$ cat src/rtl/id_ex_register.sv
// ---------------------------------------------------------------------------
// id_ex_register
//
// Pipeline register between the decode (ID) and execute (EX) stages of an
// in-order RISC-V style core. Besides plain capture, it owns the load-use
// hazard check. When the instruction in EX is a load and the instruction in
// decode reads that load's destination, this block asks fetch/decode to hold
// for one cycle. It also inserts a bubble into EX and counts such bubbles.
//
// Handshake / control semantics (one place, for all of them):
//   - flush_i  : the instruction entering EX is dead; load a bubble.
//   - stall_i  : EX is held externally; every e_* output and the bubble
//                counter keep their value.
//   - hazard_stall_o : combinational hold request to fetch/decode, raised
//                in the same cycle the hazard is seen and suppressed by
//                flush_i.
//   Per-edge priority: rst > flush_i > stall_i > hazard > normal load.
//
// Ports:
//   clk, rst          clock, synchronous active-high reset
//   flush_i, stall_i  kill / hold controls for the EX stage
//   d_*               decoded instruction from the ID stage
//   e_*               registered copy presented to the EX stage
//   hazard_stall_o    load-use hold request to fetch and decode
//   bubble_count      saturating count of load-use bubbles inserted
// ---------------------------------------------------------------------------
module id_ex_register #(
    parameter int DATA_WIDTH = 32
) (
    input  logic                  clk,
    input  logic                  rst,
    input  logic                  flush_i,
    input  logic                  stall_i,

    input  logic                  d_valid,
    input  logic [2:0]            d_ALUctrl,
    input  logic [2:0]            d_ImmSrc,
    input  logic [1:0]            d_ResultSrc,
    input  logic                  d_RegWrite,
    input  logic                  d_ALUSrc,
    input  logic                  d_MemWrite,
    input  logic                  d_PcOp,
    input  logic                  d_jalr,
    input  logic                  d_branch,
    input  logic [DATA_WIDTH-1:0] d_rd1,
    input  logic [DATA_WIDTH-1:0] d_rd2,
    input  logic [DATA_WIDTH-1:0] d_pc,
    input  logic [DATA_WIDTH-1:0] d_imm,
    input  logic [4:0]            d_rs1,
    input  logic [4:0]            d_rs2,
    input  logic [4:0]            d_rd,
    input  logic [2:0]            d_funct3,

    output logic                  e_valid,
    output logic [2:0]            e_ALUctrl,
    output logic [2:0]            e_ImmSrc,
    output logic [1:0]            e_ResultSrc,
    output logic                  e_RegWrite,
    output logic                  e_ALUSrc,
    output logic                  e_MemWrite,
    output logic                  e_PcOp,
    output logic                  e_jalr,
    output logic                  e_branch,
    output logic [DATA_WIDTH-1:0] e_rd1,
    output logic [DATA_WIDTH-1:0] e_rd2,
    output logic [DATA_WIDTH-1:0] e_pc,
    output logic [DATA_WIDTH-1:0] e_imm,
    output logic [4:0]            e_rs1,
    output logic [4:0]            e_rs2,
    output logic [4:0]            e_rd,
    output logic [2:0]            e_funct3,

    output logic                  hazard_stall_o,
    output logic [15:0]           bubble_count
);

    // ResultSrc encoding that selects memory read data, i.e. a load.
    localparam logic [1:0] RESULT_SRC_MEM = 2'b01;
    localparam logic [15:0] COUNT_MAX     = 16'hFFFF;

    // Everything that travels from ID to EX, kept together so a bubble is
    // simply the all-zero value.
    typedef struct packed {
        logic                  valid;
        logic [2:0]            alu_ctrl;
        logic [2:0]            imm_src;
        logic [1:0]            result_src;
        logic                  reg_write;
        logic                  alu_src;
        logic                  mem_write;
        logic                  pc_op;
        logic                  jalr;
        logic                  branch;
        logic [DATA_WIDTH-1:0] rd1;
        logic [DATA_WIDTH-1:0] rd2;
        logic [DATA_WIDTH-1:0] pc;
        logic [DATA_WIDTH-1:0] imm;
        logic [4:0]            rs1;
        logic [4:0]            rs2;
        logic [4:0]            rd;
        logic [2:0]            funct3;
    } ex_t;

    ex_t         ex_q, ex_d;
    ex_t         load_w;
    logic [15:0] bubble_count_q, bubble_count_d;
    logic        hazard_w;

    // Load-use detection. A bubble in EX has valid=0 and therefore can never
    // trigger a second bubble, and a load into x0 never produces data anyone
    // waits for.
    always_comb begin
        hazard_w = ex_q.valid
                 & (ex_q.result_src == RESULT_SRC_MEM)
                 & (ex_q.rd != 5'd0)
                 & d_valid
                 & ((d_rs1 == ex_q.rd) | (d_rs2 == ex_q.rd));
    end

    assign hazard_stall_o = hazard_w & ~flush_i;

    // Normal-load value. Side-effecting control bits are gated by d_valid so
    // a non-instruction in decode can never write state or redirect the PC.
    always_comb begin
        load_w            = '0;
        load_w.valid      = d_valid;
        load_w.alu_ctrl   = d_ALUctrl;
        load_w.imm_src    = d_ImmSrc;
        load_w.result_src = d_ResultSrc;
        load_w.reg_write  = d_RegWrite & d_valid;
        load_w.alu_src    = d_ALUSrc;
        load_w.mem_write  = d_MemWrite & d_valid;
        load_w.pc_op      = d_PcOp & d_valid;
        load_w.jalr       = d_jalr & d_valid;
        load_w.branch     = d_branch & d_valid;
        load_w.rd1        = d_rd1;
        load_w.rd2        = d_rd2;
        load_w.pc         = d_pc;
        load_w.imm        = d_imm;
        load_w.rs1        = d_rs1;
        load_w.rs2        = d_rs2;
        load_w.rd         = d_rd;
        load_w.funct3     = d_funct3;
    end

    // Next-state selection in priority order (reset handled in the flop).
    always_comb begin
        ex_d           = ex_q;
        bubble_count_d = bubble_count_q;
        if (flush_i) begin
            ex_d = '0;
        end else if (stall_i) begin
            ex_d           = ex_q;
            bubble_count_d = bubble_count_q;
        end else if (hazard_w) begin
            ex_d = '0;
            if (bubble_count_q != COUNT_MAX) begin
                bubble_count_d = bubble_count_q + 16'd1;
            end
        end else begin
            ex_d = load_w;
        end
    end

    always_ff @(posedge clk) begin
        if (rst) begin
            ex_q           <= '0;
            bubble_count_q <= '0;
        end else begin
            ex_q           <= ex_d;
            bubble_count_q <= bubble_count_d;
        end
    end

    assign e_valid      = ex_q.valid;
    assign e_ALUctrl    = ex_q.alu_ctrl;
    assign e_ImmSrc     = ex_q.imm_src;
    assign e_ResultSrc  = ex_q.result_src;
    assign e_RegWrite   = ex_q.reg_write;
    assign e_ALUSrc     = ex_q.alu_src;
    assign e_MemWrite   = ex_q.mem_write;
    assign e_PcOp       = ex_q.pc_op;
    assign e_jalr       = ex_q.jalr;
    assign e_branch     = ex_q.branch;
    assign e_rd1        = ex_q.rd1;
    assign e_rd2        = ex_q.rd2;
    assign e_pc         = ex_q.pc;
    assign e_imm        = ex_q.imm;
    assign e_rs1        = ex_q.rs1;
    assign e_rs2        = ex_q.rs2;
    assign e_rd         = ex_q.rd;
    assign e_funct3     = ex_q.funct3;
    assign bubble_count = bubble_count_q;

endmodule

$ cat config.mk
export PLATFORM = sky130hd
export DESIGN_NAME = id_ex_register
export DESIGN_NICKNAME = d
export VERILOG_FILES = /design/src/rtl/id_ex_register.sv
export SDC_FILE = /design/constraint.sdc
export NUM_CORES = 1
export LEC_CHECK = 0
export BUFFER_PORTS_ARGS = -buffer_cell sky130_fd_sc_hd__buf_2
export CAP_MARGIN = 40
export CORE_MARGIN = 1
export CORE_UTILIZATION = 30
export DETAILED_ROUTE_END_ITERATION = 7
export PLACE_DENSITY = 0.6
export SETUP_SLACK_MARGIN = 0.5
export SLEW_MARGIN = 5
export SYNTH_ARGS = -nofsm -noshare
export SYNTH_HDL_FRONTEND = slang
export SYNTH_SLANG_ARGS = --single-unit
$ cat constraint.sdc
create_clock -name clk -period 4.4 [get_ports clk]
set_input_delay 0 -clock clk [delete_from_list [all_inputs] [get_ports clk]]
set_output_delay 0 -clock clk [all_outputs]
set_load 0.03 [all_outputs]
==> results.md <==
- The proportion of layout cells with a drive suffix above 1 is 0.394.
- The overall fraction of global-route tracks in use is 0.188.
- Setup repair after global routing left no endpoint under its margin.
- 343 I/O pins were placed.
- The period utilization is 0.650.
- The async set or reset register ratio after synthesis is 0.
- The largest clock skew in the final design is 0.0134 ns.
- The worst path needs 2.86 ns of the cycle, external delays included.
- The most used standard cell by instance count after synthesis is dfxtp_1.
- At the later pin of the worst-skew pair, clock insertion delay measures 0.43 ns.
- The routed design has 19500 um of wire.
- The count of final max-slew check failures came to 0.
- Clock-pin slew was measured on the worst setup and hold paths at 0.08 ns.
- The final layout contains 1144 nets.
- The count of endpoints failing hold in the final timing report is 0.
- The most frequently used flop master after synthesis is dfxtp_1.
- The global-route wire length before repair is 29700 um.
- The mapped cell area is 5820 um2.
- In this run the worst path has a maximum fanout of 82.
- On the critical path the largest part of the delay comes from buffers and inverters.
- In this run the worst hold path is classified as in -> reg.
- In the synthesized netlist, the number of instances is 485.
- The detail route stage leaves a number of antenna-violating nets equal to 0.
- The data arrival time of the worst path is 3.23 ns.
- The overflow left after global routing is 0.
- In the routed layout, each cell is associated on average with a via count of 4.68.
- For the pin with the worst max-slew slack, the measured transition is 0.879 ns.
- The sequential fraction of the synthesis area is 0.609.
- Setup violations remaining at the end of the flow were counted as 0.
- In this run, the number of DRC markers left after iteration 0 of detailed routing was 200.
- The die covers 20000 um2.
- Based on the critical path, the design can be clocked at up to 0.350 GHz.
- The via count of the first global-routing pass is 5754.
- The worst pin sits at a relative slew slack of 0.414.
- No sink is reached through more buffers than the 2 on the longest clock path.
- By count the netlist is led by dfxtp_1 (177), a22o_1 (156), clkbuf_1 (30), a21oi_1 (12), buf_2 (11).
- The pin count of the biggest net entering global routing is 83.
- The global placer's final weighted congestion is 0.799.
- The number of DRC violations after detailed routing is 0.
- The tool flagged a number of max-cap violations equal to 0.
- Synthesis instantiated 34 different standard cells from the library.
- The cell area reported after detailed placement is 7750 um2.
- The critical path contains buffers and inverters numbering 2 combined.
- The floorplan step set the die height to 141 um.
- In this run the core area contains 50 standard-cell rows.
- For this run, the detailed router's first-pass iteration total came to 4.
- The total number of vias is 5859.
- For this configuration, the core starts out at a cell density of 0.309.
- The area share of the largest cell type after synthesis is 0.609.
- The worst setup path is launched from a register.
- The area growth from synthesis to layout is 71.8%.
- The CTS tree is yes.
- The final core utilization is 0.531.
- The number of antenna diodes is 0.
- The count of non-filler cells in the finished layout is 1251.
- The flow ran to the end, and the final reports show no timing, DRC or antenna violations.
- The count of buffers added by post-CTS timing repair for setup is 0.
- The top cell type by total area after synthesis is dfxtp_1.
- The endpoint required time on the critical path is 4.77 ns.
- The area inside the core boundary is 18800 um2.
- The mean area per synthesized cell is 12.0 um2.
- For this design the static power due to leakage is 4.72 nW.
- In this run, post-CTS repair resized a total of 0 instances.
- In this run the number of H-tree levels came out at 4.
- The estimated wirelength of the detail-placed design is 12000 um.
- The number of nets handed over by synthesis was 651.
- During placement, the flow inserted port buffers numbering 342.
- The clock root buffer is clkbuf_16.
- The initial antenna violation count was 0.
- The number of placed instances, taps included, is 1053.
- The class of the most critical setup path is reg -> reg.
- Traced cell by cell, the critical path runs through nor3_1 -> a21oi_2 -> a2111oi_4 -> buf_4 -> a32o_1 -> dlygate4sd3_1.
- By area the synthesized netlist is led by dfxtp_1 (61%), a22o_1 (23%), clkbuf_1 (1.9%).
- The endpoint type of the worst setup path is a register.
- The setup TNS after final layout is 0 ns.
- For this design the ratio of total power to cell area is 363 nW/um2.
- In the final routed layout, each cell accounts on average for 15.6 um.
- Hold is met by 0.0255 ns.
- Yosys mapped a number of flops with a built-in enable equal to 0.
- The slowest cell on the critical path is buf_4.
- The largest single stage delay on the critical path is 0.69 ns.
- The post-synthesis sequential element count is 177.
- The Yosys step of the flow raised 0 warnings.
- In this run the horizontal extent of the chip is 141 um.
- Clock tree synthesis inserted a total of 17 buffers.
- The finished cells cover 10000 um2.
- The worst-case IR drop observed on VDD is 0.249 mV.
- The number of sinks on the clock net is 177.
==> layout by cell type, fill, tap and decap left out, types with 2 or more instances in the layout <==
master,instances
a21oi_1,12
a22o_1,156
a32o_1,5
and3_1,2
buf_2,342
buf_4,7
clkbuf_16,17
clkinv_4,2
clkinv_8,2
dfxtp_1,177
dlygate4sd3_1,166
inv_1,4
inv_6,4
inv_8,5
mux2_2,4
nand2_1,7
nand3_1,8
nand4_1,3
nor2_1,9
nor2b_1,3
nor3_1,4
o21ai_0,4
o31ai_1,9
or3_1,3
or4_1,9
xnor2_1,10
==> registers in the layout, indices dropped and copies added (netlist names), 2 cells and up <==
signal / cells
e_ImmSrc: 3
e_rd1: 32
e_rs1: 5
e_ResultSrc: 2
bubble_count: 16
e_rs2: 5
e_funct3: 3
e_pc: 32
e_imm: 32
e_ALUctrl: 3
e_rd: 5
e_rd2: 32
==> report_power, final <==
group	switching [W]	leakage [nW]	internal (W)
logic	0.000228	2.99	0.000225
registers	0.0000276	1.44	0.00165
clock network	0.000732	0.291	0.000768
==> path summary, 6_finish.rpt <==
kind | slack (ns) | cells after the start | from | end
setup reg to reg | 1.54 | 6 | e_rd[4] | e_jalr
hold / removal | 0.03 | 2 | rst | bubble_count[10]
setup / recovery | 1.54 | 6 | e_rd[4] | e_jalr
hold reg to reg | 0.47 | 1 | e_rd2[13] | e_rd2[13]
==> layer usage <==
layer,share of wire,GRT usage,vias up
met5,0,0,-
met4,0.029,0.0864,0
met3,0.050,0.0469,39
met2,0.49,0.315,217
met1,0.43,0.228,2739
li1,-,-,2864
==> cell type report <==
cell class,count,area (um2)
Fill cell,1593,8830
Sequential cell,177,3540
Timing Repair Buffer,515,3430
Multi-Input combinational cell,263,2100
Clock buffer,17,425
Tap cell,260,325
Clock inverter,15,163
Inverter,4,15.0
==> kinds of logic (layout without fill, tap and decap cells) <==
| kind of cell | after synthesis | after routing | synth area share |
|---|---|---|---|
| buffers and inverters | 45 | 551 | 0.0314 |
| flip-flops | 177 | 177 | 0.609 |
| adder cells (fa/ha/maj) | 1 | 1 | 0.00215 |
| multiplexers | 4 | 4 | 0.00774 |
| XOR/XNOR | 10 | 10 | 0.0150 |
| AO/OA/AOI/OAI | 192 | 192 | 0.280 |
| AND/OR/NAND/NOR | 56 | 56 | 0.0546 |
==> what timing repair did <==
item | in CTS | in global routing
endpoints found under the hold margin | 161 | 0
endpoints found under the setup margin | 0 | 0
hold buffers | 166 | 0
==> through the flow <==
step,setup WS (ns),total power (W)
6_report,1.54,0.00363
5_1_grt,1.39,0.00378
4_1_cts,1.57,0.00366
3_5_place_dp,2.13,0.00204
3_3_place_gp,2.15,0.00204
2_1_floorplan,2.20,0.00190
(Power assumes the default switching activity.)
